**config.mk**
```make
export PLATFORM = sky130hd
export DESIGN_NAME = paddle_charge_emu
export DESIGN_NICKNAME = d
export VERILOG_FILES = /design/src/rtl/ay38500_pkg.sv /design/src/rtl/sync_edge_det.sv /design/src/rtl/paddle_charge_emu.sv
export SDC_FILE = /design/constraint.sdc
export NUM_CORES = 1
export LEC_CHECK = 0
export BUFFER_PORTS_ARGS = -buffer_cell sky130_fd_sc_hd__clkbuf_2
export CAP_MARGIN = 30
export CORE_MARGIN = 4
export CORE_UTILIZATION = 35
export CTS_CLUSTER_DIAMETER = 80
export DETAILED_ROUTE_END_ITERATION = 10
export PLACE_DENSITY = 0.56
export SLEW_MARGIN = 0
export SYNTH_ARGS = -nofsm -noshare
export SYNTH_HDL_FRONTEND = slang
export SYNTH_HIERARCHICAL = 1
export SYNTH_SLANG_ARGS = --single-unit
```
**constraint.sdc**
```tcl
create_clock -name clk_sys -period 4.14 [get_ports clk_sys]
set_input_delay 0.414 -clock clk_sys [delete_from_list [all_inputs] [get_ports clk_sys]]
set_output_delay 0.414 -clock clk_sys [all_outputs]
set_load 0.02 [all_outputs]
```
**src/rtl/ay38500_pkg.sv**
```systemverilog
// Shared definitions for the AY-3-8500 front-end emulation blocks.
// Paddle input modes and default digital move steps.
package ay38500_pkg;

    typedef enum logic [1:0] {
        PAD_DIGITAL = 2'd0,
        PAD_Y       = 2'd1,
        PAD_X       = 2'd2,
        PAD_XINV    = 2'd3
    } pad_mode_e;

    localparam int unsigned STEP_SLOW_DEF = 5;
    localparam int unsigned STEP_FAST_DEF = 8;

endpackage

```
**src/rtl/sync_edge_det.sv**
```systemverilog
// One-cycle rising-edge pulse from a clk_sys-synchronous level.
// The pulse is combinational from the level and its delayed copy.
module sync_edge_det (
    input  logic clk_sys,
    input  logic reset,
    input  logic level,
    output logic rise
);

    logic level_d;

    always_ff @(posedge clk_sys or negedge reset) begin
        if (!reset) begin
            level_d <= 1'b0;
        end else begin
            level_d <= level;
        end
    end

    assign rise = level & ~level_d;

endmodule

```
**src/rtl/paddle_charge_emu.sv**
```systemverilog
// Paddle potentiometer/capacitor emulation: loads a charge count each frame
// and discharges it per scanline; pin_out fires when the count reaches zero.
module paddle_charge_emu
    import ay38500_pkg::*;
#(
    parameter int unsigned POS_INIT  = 128,
    parameter int unsigned POS_MAX   = 255,
    parameter int unsigned STEP_SLOW = STEP_SLOW_DEF,
    parameter int unsigned STEP_FAST = STEP_FAST_DEF
) (
    input  logic        clk_sys,
    input  logic        reset,
    input  logic        hs,
    input  logic        vs,
    input  logic [1:0]  mode,
    input  logic        speed,
    input  logic        btn_up,
    input  logic        btn_down,
    input  logic [15:0] analog,
    output logic        pin_out,
    output logic [7:0]  charge,
    output logic [7:0]  pos
);

    logic      hs_rise;
    logic      vs_rise;
    pad_mode_e mode_e;
    logic [8:0] step9;
    logic [8:0] pos_add9;
    logic [8:0] pos_sub9;
    logic [7:0] pos_next;
    logic [7:0] analog_charge;

    sync_edge_det u_hs_edge (
        .clk_sys (clk_sys),
        .reset   (reset),
        .level   (hs),
        .rise    (hs_rise)
    );

    sync_edge_det u_vs_edge (
        .clk_sys (clk_sys),
        .reset   (reset),
        .level   (vs),
        .rise    (vs_rise)
    );

    assign mode_e = pad_mode_e'(mode);

    // Position arithmetic at 9 bits so both saturation checks see the carry/borrow.
    always_comb begin
        step9    = speed ? 9'(STEP_FAST) : 9'(STEP_SLOW);
        pos_add9 = {1'b0, pos} + step9;
        pos_sub9 = {1'b0, pos} - step9;
        pos_next = pos;
        if (btn_down) begin
            pos_next = (pos_add9 > 9'(POS_MAX)) ? 8'(POS_MAX) : pos_add9[7:0];
        end else if (btn_up) begin
            pos_next = ({1'b0, pos} < step9) ? '0 : pos_sub9[7:0];
        end
    end

    always_comb begin
        analog_charge = pos;
        case (mode_e)
            PAD_Y:    analog_charge = {~analog[15], analog[14:8]};
            PAD_X:    analog_charge = {~analog[7], analog[6:0]};
            PAD_XINV: analog_charge = {analog[7], ~analog[6:0]};
            default:  analog_charge = pos;
        endcase
    end

    always_ff @(posedge clk_sys or negedge reset) begin
        if (!reset) begin
            pos    <= 8'(POS_INIT);
            charge <= '0;
        end else if (vs_rise) begin
            if (mode_e == PAD_DIGITAL) begin
                charge <= pos;
                pos    <= pos_next;
            end else begin
                charge <= analog_charge;
            end
        end else if (hs_rise && (charge != '0)) begin
            charge <= charge - 8'd1;
        end
    end

    assign pin_out = (charge == '0);

endmodule

```
==> results.cfg <==
[pwr]
powerDensity_nw_per_um2 = 496
vdd_drop_max_uv = 259
power.switching_mw = 0.431
seqPwrFrac_pct = 34.6
power_frac_comb_pct = 52.0
switching_share_pct = 46.8
clockPowerShare_pct = 13.4
intPower_mw = 0.490
p_leak_nw = 0.811

[floorplan]
core-area_um2 = 4380
rows = 24
fp.dieArea_um2 = 5670
die_h_um = 75.3
die_w_um = 75.3
initial_core_util_pct = 36.2
ios = 42

[sta]
slew_violations = 0
rsz0062_at_grt = false
period_share_pct = 49.5
worstMarginPinSlew_ns = 0.562
fin_tns_setup_ns = 0
period_minus_slack_ns = 2.05
slew_headroom_pct = 62.3
setup_viol_count_final = 0
finalHoldWorstSlack_ns = 0.0921
max_freq_mhz = 488
skew_ns = 0.00299
finalHoldViolCount = 0

[cts]
ctsHoldBuffers = 0
ctsHtreeMaxLevel = 1
cts_tree = yes
clockRootBuffer = clkbuf_8
clkSlewWorstSetupHoldPaths_ns = 0.07
clockBufferDepth = 2
cts_sinks = 18
post_cts_buffers = 0
numCtsBuffers = 3
ctsResizeCount = 0
clock_latency_ns = 0.25

[setup_path]
worstPathRequired_ns = 4.29
arrival_ns = 2.20
worstPathMaxFanout = 7
reg2reg_from = pos[2]
worstSetupStartpointType = register
reg2reg_depth = 6
cp-end-kind = register
crit_type = register to register
r2r-end = pos[0]
r2r_slack_ns = 2.09

[logic_synthesis]
yosys.area_share.simple_pct = 24.4
synth_area_um2 = 1590
synth_flop_cell = dfrtp_1
synth_cells = 191
synth_compound_area_share_pct = 27.4
synth-warning-count = 6
syn_nets = 226
synth_area_per_cell_um2 = 8.31
yosys.area.top_type = dfrtp_1
synth_mux_area_share_pct = 1.89
yosys.cell_types.count = 51
ys_seq_elements = 18
synth_top_area_share_pct = 26.8
synth_edf_count = 0
synth_xor_area_share_pct = 5.52
synth_top_family_by_area = compound AO/OA/AOI/OAI gates
async_flop_share_pct = 100
ys_seq_area_share_pct = 28.5
synthTopCellsByArea = dfrtp_1 27%, ha_1 7.9%, o21ai_0 6.6%
synth_fa_ha_area_share_pct = 7.89

[drt]
wl_met3_um = 176
m1WireLength_um = 1800
drtIter0Drc = 83
ant_nets = 0
vias = 1507
drc_errors = 0
routed_via_density = 5.44
finalWirelength_um = 3880
wl_met2_um = 1900
drt-pass1-iter-count = 4
wl_per_cell_um = 14.0
top_layer = met3

[global_routing]
gr-total-overflow = 0
grtUsageTotal_pct = 15.3
grt_max_degree = 27
grt_pass1_wl_um = 6800
antenna_found_initial = 0
grt_pass1_vias = 1445

[place]
io_buffers = 41
hpwl_um = 3070
place_area_um2 = 1810
gp_congestion = 0.867

[outcome]
outcome = finished clean

[cells_and_area]
postLayoutCellArea_um2 = 1860
nFillCells = 464
nets = 261
num_antenna_cells = 0
drive_gt1_share_pct = 24.0
area_growth_syn_to_layout_pct = 17.0

[job]
cap_violations = 0

[min_path]
hold_path.class = primary input to async pin
==> state kept, by name (all words and copies together), names as in the netlist <==
register and cells:
u_hs_edge/level_d 1, charge 8, u_vs_edge/level_d 1, pos 8
==> logic make-up (layout without fill, tap and decap cells) <==
logic type,count (synthesis),after routing
AND/OR/NAND/NOR,68,68
XOR/XNOR,10,10
AO/OA/AOI/OAI,65,65
adder cells (fa/ha/maj),10,10
flip-flops,18,18
multiplexers,3,3
buffers and inverters,17,51
==> layer usage <==
layer / vias to the layer above / GRT usage [%]
li1: 770 / -
met2: 40 / 24.6
met3: 0 / 1.32
met1: 697 / 21.7
met5: - / 0
met4: 0 / 4.66
==> power groups by stage <==
stage	clock network, mW	logic [mW]	registers, mW
after global placement	0	0.481	0.323
after global routing	0.141	0.539	0.332
after floorplan	0	0.318	0.342
after detailed placement	0	0.479	0.324
final	0.123	0.479	0.319
after CTS	0.131	0.483	0.320
==> through the flow <==
| step | total power [mW] | setup WS, ns | util [%] | std cells |
|---|---|---|---|---|
| 6_report | 0.921 | 2.09 | 42.3 | 277 |
| 5_1_grt | 1.01 | 1.84 | 42.3 | 277 |
| 4_1_cts | 0.933 | 2.11 | 42.3 | 277 |
| 3_5_place_dp | 0.803 | 1.91 | 41.3 | 273 |
| 3_3_place_gp | 0.804 | 1.97 | 41.3 | 273 |
| 2_1_floorplan | 0.660 | 2.19 | - | 191 |
==> synthesized netlist by cell type, drive strengths merged, types with 4 or more instances <==
cell / number
inv: 6
nand3: 6
clkbuf: 7
ha: 10
dfrtp: 17
o311ai: 6
xor2: 8
nand2: 10
nor2: 18
o21ai: 22
a21oi: 13
buf: 4
nor2b: 9
and2: 6
nor3: 4
==> layout by cell type (no fill, tap or decap), drive strengths merged, types with 2 or more instances in the layout <==
master,count
a211oi,2
a21oi,13
a22oi,2
a31oi,3
and2,6
and3,3
clkbuf,45
dfrtp,17
ha,10
inv,6
mux2i,3
nand2,10
nand3,6
nand4,3
nor2,18
nor2b,9
nor3,4
nor3b,3
o211ai,2
o21ai,22
o21bai,3
o311ai,6
xnor2,2
xor2,8
==> final cells by class <==
type	count	area, µm²	share of cell area (%)
Timing Repair Buffer	41	205	11.1
Clock buffer	4	45.0	2.43
Multi-Input combinational cell	156	1070	57.5
Sequential cell	18	452	24.3
Inverter	6	22.5	1.21
Tap cell	52	65.1	3.51
==> critical path, stage by stage, from the launching register on <==
cell and delay, ns:
dfrtp_1 0.43, ha_1 0.43, a21oi_1 0.11, o21bai_1 0.36
and4_1 0.27, nor2_1 0.08, a221oi_1 0.26
==> worst max path at each step <==
stage	start	to	slack, ns	cells past startpoint
final	pos[2]	pos[0]	2.09	6
after global routing	pos[2]	pos[0]	1.84	6
after CTS	pos[3]	pos[5]	2.11	6
after detailed placement	speed	pos[0]	1.91	9
after global placement	speed	pos[7]	1.97	8
after floorplan	pos[3]	pos[7]	2.19	7
(Power assumes the default switching activity.)
